**src/rtl/recovery_ctrl.sv**
```systemverilog
// rtl/recovery_ctrl.sv - mispredict recovery sequencer: flush/redirect, youngest-first ROB walk, tail restore
// Optional perf counters enabled by RECOVERY_PERF_EN.
module recovery_ctrl #(
  parameter int ROB_DEPTH = 32,
  parameter int ROB_W     = $clog2(ROB_DEPTH)
) (
  input  logic             clk,
  input  logic             rst_n,
  input  logic             mispredict_i,
  input  logic [31:0]      target_pc_i,
  input  logic [ROB_W-1:0] recover_tag_i,
  input  logic [ROB_W-1:0] rob_tail_i,
  output logic             flush_o,
  output logic             redirect_valid_o,
  output logic [31:0]      redirect_pc_o,
  output logic             walk_valid_o,
  output logic [ROB_W-1:0] walk_idx_o,
  output logic             tail_restore_valid_o,
  output logic [ROB_W-1:0] tail_restore_o,
`ifdef RECOVERY_PERF_EN
  output logic [31:0]      perf_recov_cnt_o,
  output logic [31:0]      perf_walk_cnt_o,
`endif
  output logic             busy_o
);

  typedef enum logic [1:0] {IDLE, FLUSH, WALK, DONE} state_t;

  state_t           state, state_nxt;
  logic [31:0]      tgt, tgt_nxt;
  logic [ROB_W-1:0] stop, stop_nxt;
  logic [ROB_W-1:0] idx, idx_nxt;
  logic [ROB_W-1:0] tail, tail_nxt;

  always_ff @(posedge clk) begin
    if (!rst_n) begin
      state <= IDLE;
      tgt   <= '0;
      stop  <= '0;
      idx   <= '0;
      tail  <= '0;
    end else begin
      state <= state_nxt;
      tgt   <= tgt_nxt;
      stop  <= stop_nxt;
      idx   <= idx_nxt;
      tail  <= tail_nxt;
    end
  end

  // Outputs decode only registered state, so nothing reaches them combinationally from inputs.
  always_comb begin
    state_nxt            = state;
    tgt_nxt              = tgt;
    stop_nxt             = stop;
    idx_nxt              = idx;
    tail_nxt             = tail;
    flush_o              = 1'b0;
    redirect_valid_o     = 1'b0;
    redirect_pc_o        = '0;
    walk_valid_o         = 1'b0;
    walk_idx_o           = '0;
    tail_restore_valid_o = 1'b0;
    tail_restore_o       = '0;
    busy_o               = (state != IDLE);
    case (state)
      IDLE: begin
        if (mispredict_i) begin
          tgt_nxt   = target_pc_i;
          stop_nxt  = recover_tag_i + ROB_W'(1);
          idx_nxt   = rob_tail_i - ROB_W'(1);
          tail_nxt  = rob_tail_i;
          state_nxt = FLUSH;
        end
      end
      FLUSH: begin
        flush_o          = 1'b1;
        redirect_valid_o = 1'b1;
        redirect_pc_o    = tgt;
        // tail == tag+1 means no entry is younger than the branch.
        state_nxt        = (tail != stop) ? WALK : DONE;
      end
      WALK: begin
        walk_valid_o = 1'b1;
        walk_idx_o   = idx;
        if (idx == stop) state_nxt = DONE;
        else             idx_nxt   = idx - ROB_W'(1);
      end
      DONE: begin
        tail_restore_valid_o = 1'b1;
        tail_restore_o       = stop;
        state_nxt            = IDLE;
      end
      default: state_nxt = IDLE;
    endcase
  end

`ifdef RECOVERY_PERF_EN
  always_ff @(posedge clk) begin
    if (!rst_n) begin
      perf_recov_cnt_o <= '0;
      perf_walk_cnt_o  <= '0;
    end else begin
      if (state == FLUSH) perf_recov_cnt_o <= perf_recov_cnt_o + 32'd1;
      if (state == WALK)  perf_walk_cnt_o  <= perf_walk_cnt_o + 32'd1;
    end
  end
`endif

endmodule

```
**config.mk**
```make
export PLATFORM = sky130hd
export DESIGN_NAME = recovery_ctrl
export DESIGN_NICKNAME = d
export VERILOG_FILES = /design/src/rtl/recovery_ctrl.sv
export SDC_FILE = /design/constraint.sdc
export NUM_CORES = 1
export LEC_CHECK = 0
export ABC_AREA = 1
export CAP_MARGIN = 20
export CORE_ASPECT_RATIO = 1.1
export CORE_MARGIN = 1.5
export CORE_UTILIZATION = 45
export DETAILED_ROUTE_END_ITERATION = 8
export DONT_BUFFER_PORTS = 1
export GPL_ROUTABILITY_DRIVEN = 0
export PLACE_DENSITY = 0.59
export SETUP_SLACK_MARGIN = 0.05
export SYNTH_ARGS = -nofsm -noshare
export SYNTH_HDL_FRONTEND = slang
export SYNTH_SLANG_ARGS = --single-unit
```
**constraint.sdc**
```tcl
create_clock -name clk -period 2.1 [get_ports clk]
set_clock_uncertainty 0.1 [all_clocks]
set_input_delay 0.315 -clock clk [delete_from_list [all_inputs] [get_ports clk]]
set_output_delay 0.315 -clock clk [all_outputs]
set_load 0.02 [all_outputs]
```
==> results of run 1 <==
## area by class of cell
| cell class | count | area [µm²] | area share [%] |
|---|---|---|---|
| flip-flops and latches | 49 | 982 | 36.5 |
| clock inverters | 2 | 15.0 | 0.557 |
| repair buffers | 9 | 73.8 | 2.74 |
| well taps | 75 | 93.8 | 3.48 |
| multi-input cells | 259 | 1190 | 44.3 |
| inverters | 70 | 263 | 9.75 |
| clock buffers | 6 | 72.6 | 2.69 |
## where the power goes
part	leakage [nW]	switching (mW)	internal, mW
Sequential	0.406	0.175	1.20
Clock	0.0374	0.325	0.235
Combinational	1.06	1.16	0.544
## Yosys cell counts
cell type   n
nand2_1    89
nor2_1     86
inv_1      65
dfxtp_1    49
o21ai_0    44
clkbuf_1   12
a21oi_1     9
ha_1        7
buf_2       5
inv_2       5
nand3_1     5
xnor2_1     5
nand2_2     3
nand4_1     3
a21oi_2     2
nor2_2      2
a21oi_4     1
buf_4       1
buf_6       1
nand3_2     1
o21bai_1    1
xor2_1      1
## layer usage
metal	GRT usage (%)	up-vias	part of all wire, %
met5	0	-	0
met3	5.03	2	5.9
met1	22.7	968	46
li1	-	1176	-
met2	31.0	62	47
met4	4.36	0	0.55
## worst max-delay path, cell delays in order, from the launching register on
cell	delay (ps)
dfxtp_1	370
inv_1	130
ha_2	190
buf_6	250
nand2_1	110
inv_1	160
## cell usage in the layout, fill, tap and decap left out, drive strengths merged
| master | netlist | layout |
|---|---|---|
| dlygate4sd3 | 0 | 1 |
| nand2 | 92 | 92 |
| o21bai | 1 | 1 |
| dfxtp | 49 | 49 |
| ha | 7 | 7 |
| inv | 70 | 70 |
| o21ai | 44 | 44 |
| nor2 | 88 | 88 |
| clkbuf | 12 | 6 |
| xor2 | 1 | 1 |
| a21oi | 12 | 12 |
| nand4 | 3 | 3 |
| xnor2 | 5 | 5 |
| buf | 7 | 8 |
| nand3 | 6 | 6 |
| clkinvlp | 0 | 2 |
## worst min-delay path by stage
stage / slack [ps] / endpoint / start / cells after the start
final: 40 / idx[3]$_SDFFE_PN0P_ / rst_n / 2
after global placement: 310 / stop[0]$_SDFFE_PN0P_ / recover_tag_i[0] / 1
after detailed placement: 310 / stop[0]$_SDFFE_PN0P_ / recover_tag_i[0] / 1
after floorplan: 300 / stop[0]$_SDFFE_PN0P_ / recover_tag_i[0] / 1
after CTS: 20 / idx[2]$_SDFFE_PN0P_ / rst_n / 2
after global routing: 20 / tgt[15]$_SDFFE_PN0P_ / rst_n / 2
## stage by stage
step	setup WS, ps	instances	hold slack, ps
2_1_floorplan	104	397	304
3_3_place_gp	254	461	306
3_5_place_dp	189	461	308
4_1_cts	76.0	470	21.5
5_1_grt	17.3	470	19.8
6_report	169	470	41.2
## cell families after synthesis
| group | count (synthesis) |
|---|---|
| adder cells (fa/ha/maj) | 7 |
| AO/OA/AOI/OAI | 57 |
| flip-flops | 49 |
| XOR/XNOR | 6 |
| buffers and inverters | 89 |
| AND/OR/NAND/NOR | 189 |
## registers in the layout (all words and copies together) (netlist names)
| register | cells |
|---|---|
| tail | 5 |
| idx | 5 |
| state | 2 |
| tgt | 32 |
| stop | 5 |
## timing repair
action / in CTS / in global routing
buffers inserted: 0 / 0
setup endpoints to repair: 0 / 30
endpoints found under the hold margin: 1 / 0
hold buffers: 1 / 0
resized for setup: 0 / 2
==> results.cfg, run 1 <==
[status]
status = finished clean

[finish]
final_area_um2 = 2690
utilization_pct = 49.9
layout-drive-gt1-share_pct = 8.10
antennaDiodeCount = 0
fillers = 601
finalNetCount = 446
synthToLayoutAreaGrowth_pct = 6.85

[clock_tree]
clk_pin_slew_ps = 90
h-tree-depth = 2
cts_tree = done
numCtsBuffers = 5
insertion_delay_ps = 300
cts_root_buf = clkbuf_8
cts_buffer_depth = 2
cts.sinks = 49

[critical_path]
rrSetupSlack_ps = 220
path_class = reg2out
cp-endpoint = redirect_pc_o[20]
required_ps = 1680
regToRegStartpoint = state[0]$_SDFFE_PN0P_
regToRegEndpoint = idx[4]$_SDFFE_PN0P_
startpoint_type = register
critPathMaxFanout = 34
critPathLaunch = state[1]$_SDFFE_PN0P_
ff2ff_path_depth = 12
critPathCaptureType = primary output
cp.arrival_ps = 1520

[job]
cap_viol_max_count = 0

[sta]
hold_viol_final = 0
slew_viol_final = 0
max_freq_ghz = 0.518
setup_tns_ps = 0
setup_viol = 0
maxSlewHeadroom_pct = 57.3
fin_crit_sh_pct = 91.9
period_minus_slack_ps = 1930
worstMarginPinSlew_ps = 639
rsz0062_at_grt = yes

[yosys]
synthAdderAreaFrac_pct = 3.47
synth_top_family_by_area = simple AND/OR/NAND/NOR gates
synthDistinctLibCells = 22
synth-compound-area-share_pct = 12.2
synth_xor_area_share_pct = 2.08
syn-num-nets = 449
avgSynthCellArea_um2 = 6.35
synth_seq_cells = 49
synthSimpleGateAreaFrac_pct = 29.4
postSynthCellCount = 397
syn-cell-area_um2 = 2520
ys_seq_area_share_pct = 38.9
synthMuxAreaShare_pct = 0
yosys-top-cells-area = dfxtp_1 (39%), nand2_1 (13%), nor2_1 (13%)
yosys.area.top_type_share_pct = 38.9
synth_area_leader_cell = dfxtp_1
ys_warn_count = 0

[hold_path]
hp-class = in2reg

[route]
vias = 2208
drc = 0
vias_per_cell = 4.70
drtIter0Drc = 70
drt_first_pass_iters = 5
wl_per_cell_um = 12.1
drt.antenna.violating_nets = 0
routed_wl_um = 5680

[floorplanning]
start_util_pct = 46.7
io_pins = 92
row_count = 28
die_w_um = 74.4
die-area_um2 = 6060
core_area_um2 = 5400
die_h_um = 81.5

[global_route]
grt_pass1_wl_um = 8510
grt_max_degree = 48
grtUsageTotal_pct = 18.2
antenna_found_initial = 0
grt_overflow = 0
grt_pass1_vias = 1842

[placement]
postPlaceCellArea_um2 = 2590
port_buffers = 0
dp_hpwl_um = 3910

[power_and_ir_drop]
cellPowerDensity_nw_per_um2 = 1350
leakagePower_nw = 1.50
peakVddDrop_mv = 0.782
power_mw = 3.64
No activity file was read; power rests on OpenSTA's default activity.
==> run 2: changes to the inputs <==
--- a/config.mk
+++ b/config.mk
@@ -9,11 +9,11 @@
 export CAP_MARGIN = 20
 export CORE_ASPECT_RATIO = 1.1
 export CORE_MARGIN = 1.5
-export CORE_UTILIZATION = 45
+export CORE_UTILIZATION = 25
 export DETAILED_ROUTE_END_ITERATION = 8
 export DONT_BUFFER_PORTS = 1
 export GPL_ROUTABILITY_DRIVEN = 0
-export PLACE_DENSITY = 0.59
+export PLACE_DENSITY = 0.37
 export SETUP_SLACK_MARGIN = 0.05
 export SYNTH_ARGS = -nofsm -noshare
 export SYNTH_HDL_FRONTEND = slang
==> run 2 against run 1 <==
Against the previous run: the flow now finishes with violations (DRC); worst hold slack worse by 13 ps; flip-flop and latch count unchanged; maximum frequency up 0.22%; wire length up 20%; sequential power about the same; largest cell class unchanged; highest routed layer unchanged.
==> results.cfg, run 2 (same netlist as run 1, synthesis figures left out) <==
[power_and_ir_drop]
cellPowerDensity_nw_per_um2 = 1350
leakagePower_nw = 1.51
peakVddDrop_mv = 0.399
power_mw = 3.72

[route]
vias_per_cell = 4.35
drtIter0Drc = 83
met2_length_um = 3020
drt.antenna.violating_nets = 0
drt_first_pass_iters = 7
vias = 2239
topRoutingLayerUsed = met4
drc = 12
wl_per_cell_um = 13.2
met3_length_um = 459
routed_wl_um = 6800
wl_met1_um = 3240

[sta]
fin_ws_ps = 174
slew_viol_final = 0
rsz0062_at_grt = no
hold_viol_final = 0
max_freq_ghz = 0.519
fin_crit_sh_pct = 91.7
setup_tns_ps = 0
worstMarginPinSlew_ps = 675
timing.hold.ws_ps = 28.0
maxSlewHeadroom_pct = 54.9
period_minus_slack_ps = 1930
setup_viol = 0

[finish]
layout_common_cells = nand2_1 (89), nor2_1 (86), inv_1 (65), dfxtp_1 (49), o21ai_0 (44)
finalNonFillerCells = 515
layout-drive-gt1-share_pct = 8.10
largest_reg_flops = 32
layout_commonest_cell = nand2_1
utilization_pct = 28.0
finalNetCount = 446
top_register = tgt
antennaDiodeCount = 0
final_area_um2 = 2760
fillers = 1110
synthToLayoutAreaGrowth_pct = 9.48

[global_route]
grtUsageTotal_pct = 13.1
grt_pass1_vias = 2178
grt_overflow = 0
grt_max_degree = 48
antenna_found_initial = 0
grt_pass1_wl_um = 10900

[critical_path]
slowest_delay_ps = 420
critPathMaxFanout = 6
cp.arrival_ps = 1510
startpoint_type = register
path_class = reg2out
slowest_stage = ha_1
critPathCaptureType = primary output
worstPathCellList = buf_4, ha_1, nand2_1, inv_1
required_ps = 1680

[clock_tree]
insertion_delay_ps = 310
cts.sinks = 49
cts_root_buf = clkbuf_8
numCtsBuffers = 5
clk_pin_slew_ps = 100
cts_tree = done
cts_buffer_depth = 2
h-tree-depth = 2
cts_resized = 0

[floorplanning]
row_count = 38
die-area_um2 = 10700
die_w_um = 98.8
core_area_um2 = 9840
io_pins = 92
start_util_pct = 25.6
die_h_um = 108

[hold_path]
hp-class = in2reg

[placement]
postPlaceCellArea_um2 = 2660
place_ws_ps = 256
place_inst = 506
port_buffers = 0
dp_hpwl_um = 4660

[status]
failed_checks = DRC
status = finished with violations

[job]
cap_viol_max_count = 0
run 2: cell types whose count changed in the layout (fill, tap and decap cells not counted), sizes merged:
cell	change
clkbuf	-1
clkinv	+1
clkinvlp	-1
inv	+1
run 2: path summary, 6_finish.rpt:
check,startpoint,end,slack [ps],depth (start not counted)
max reg2reg,state[0]$_SDFFE_PN0P_,idx[4]$_SDFFE_PN0P_,250,12
min reg2reg,tail[3]$_SDFFE_PN0P_,tail[3]$_SDFFE_PN0P_,380,2
max,state[0]$_SDFFE_PN0P_,tail_restore_o[4],170,4
min,rst_n,state[1]$_SDFFE_PN0P_,30,2
run 2: worst max-delay path: cells and delay by family, from the launching register on:
family                   cells  cell delay (ps)
AND/OR/NAND/NOR              1              130
flip-flops                   1              340
buffers and inverters        2              300
adder cells (fa/ha/maj)      1              420
run 2: report_power, final:
group | internal (mW) | switching [mW]
combinational | 0.565 | 1.18
sequential | 1.20 | 0.173
clock | 0.238 | 0.363
total | 2.00 | 1.72
run 2: area by class of cell:
| type | instances | area [µm²] | area share, % |
|---|---|---|---|
| Multi-Input combinational cell | 259 | 1190 | 43.2 |
| Tap cell | 120 | 150 | 5.44 |
| Sequential cell | 49 | 981 | 35.5 |
| Clock buffer | 5 | 68.8 | 2.49 |
| Clock inverter | 3 | 21.3 | 0.771 |
| Timing Repair Buffer | 9 | 82.6 | 2.99 |
| Inverter | 70 | 263 | 9.52 |
run 2: per-layer routing:
metal / vias up / GRT usage, %
met2: 66 / 21.2
met4: 0 / 4.59
met5: - / 0
met3: 7 / 4.01
met1: 993 / 16.4
li1: 1173 / -
run 2: repair_timing:
item,CTS,global route
setup buffers,0,0
hold endpoints to repair,1,0
hold buffers,1,0
endpoints found under the setup margin,0,0
==> run 3: changes to the inputs <==
==> constraint.sdc (replaced) <==
create_clock -name clk -period 2.1 [get_ports clk]
set_clock_uncertainty 0.1 [all_clocks]
set_input_delay 0.315 -clock clk [delete_from_list [all_inputs] [get_ports clk]]
set_output_delay 0.315 -clock clk [all_outputs]
set_load 0.005 [all_outputs]
==> run 3 against run 2 <==
Against the previous run: the run still ends with DRC left; power is 2.9% lower; global-route usage is 0.36 points lower; maximum frequency is 2.2% higher; cell count is 0.19% lower; first-iteration DRC count is 42% higher; die area stayed put; register-to-register slack worse by 20 ps; worst hold slack worse by 2.0 ps; utilization stayed put; sequential power hardly changed.
==> results.cfg, run 3 (same netlist as run 1, synthesis figures left out) <==
[status]
failed_checks = DRC
status = finished with violations

[power_and_ir_drop]
power_mw = 3.61
leakagePower_nw = 1.52
peakVddDrop_mv = 0.418
cellPowerDensity_nw_per_um2 = 1310

[finish]
regArea_um2 = 981
synthToLayoutAreaGrowth_pct = 9.48
fillers = 1161
layout_commonest_cell = nand2_1
layout-drive-gt1-share_pct = 7.61
finalNetCount = 445
largest_reg_flops = 32
multi_input_area_um2 = 1190
layout_common_cells = nand2_1 (89), nor2_1 (86), inv_1 (65), dfxtp_1 (49), o21ai_0 (44)
top_register = tgt
antennaDiodeCount = 0

[sta]
maxSlewHeadroom_pct = 55.2
fin_crit_sh_pct = 89.7
period_minus_slack_ps = 1880
hold_viol_final = 0
timing.hold.ws_ps = 25.9
setup_tns_ps = 0
rsz0062_at_grt = no
max_freq_ghz = 0.531
fin_ws_ps = 215
slew_viol_final = 0
worstMarginPinSlew_ps = 671
setup_viol = 0

[route]
wl_per_cell_um = 13.4
drt.antenna.violating_nets = 0
vias = 2225
drc = 8
drtIter0Drc = 118
routed_wl_um = 6870
drt_first_pass_iters = 6
vias_per_cell = 4.33

[critical_path]
startpoint_type = register
critPathCaptureType = primary output
cp.arrival_ps = 1470
path_class = reg2out
required_ps = 1680
critPathMaxFanout = 26

[floorplanning]
die-area_um2 = 10700
die_h_um = 108
io_pins = 92
start_util_pct = 25.6
die_w_um = 98.8
row_count = 38
core_area_um2 = 9840

[placement]
place_ws_ps = 201
dp_hpwl_um = 4880
port_buffers = 0

[clock_tree]
numCtsBuffers = 5
cts_buffer_depth = 2
cts_root_buf = clkbuf_8
cts.sinks = 49
insertion_delay_ps = 310
h-tree-depth = 2
clk_pin_slew_ps = 100
cts_tree = done

[global_route]
grt_pass1_vias = 2008
grt_overflow = 0
grt_pass1_wl_um = 10700
grtUsageTotal_pct = 12.7
antenna_found_initial = 0
grt_max_degree = 48

[job]
cap_viol_max_count = 0

[hold_path]
hp-class = in2reg
[run 3: report_power, final]
group,internal [mW],total [mW],leakage [nW],switching (mW)
clock,0.358,0.708,0.0585,0.350
combinational,0.524,1.53,1.05,1.00
sequential,1.20,1.38,0.406,0.180
total,2.08,3.61,1.52,1.53
[run 3: metrics by stage]
step                      instance area (µm²)  cells  utilization (%)
after CTS                                2760    514             28.0
after detailed placement                 2640    505             26.8
final                                    2760    514             28.0
after global placement                   2640    505             26.8
after floorplan                          2520    397                -
after global routing                     2760    514             28.0
[run 3: final cells by class]
type	instances	area share, %
Clock buffer	5	2.49
Clock inverter	3	1.59
Inverter	70	9.52
Multi-Input combinational cell	259	43.2
Sequential cell	49	35.5
Tap cell	120	5.44
Timing Repair Buffer	8	2.27
[run 3: path summary, 6_finish.rpt]
| check | from | endpoint | slack, ps | depth (start not counted) |
|---|---|---|---|---|
| setup reg to reg | state[0]$_SDFFE_PN0P_ | idx[4]$_SDFFE_PN0P_ | 230 | 14 |
| hold reg to reg | tail[1]$_SDFFE_PN0P_ | tail[1]$_SDFFE_PN0P_ | 370 | 2 |
| hold / removal | rst_n | idx[0]$_SDFFE_PN0P_ | 30 | 2 |
| setup / recovery | state[1]$_SDFFE_PN0P_ | redirect_pc_o[0] | 220 | 5 |
[run 3: critical path: stages, from the launching register on]
cell	delay [ps]
dfxtp_1	360
inv_1	120
ha_1	180
buf_4	290
nand2_1	110
inv_1	90
[run 3: repair_timing]
item | 4_1_cts | 5_1_grt
endpoints found under the setup margin | 0 | 1
endpoints found under the hold margin | 1 | 0
gates resized for setup | 0 | 1
setup buffers | 0 | 0
hold buffers | 1 | 0
[run 3: metal layers]
metal	wire, µm	up-vias	track usage [%]
li1	-	1171	-
met1	3110	993	16.1
met2	3270	59	21.4
met3	456	2	3.43
met4	37	0	3.06
met5	0	-	0
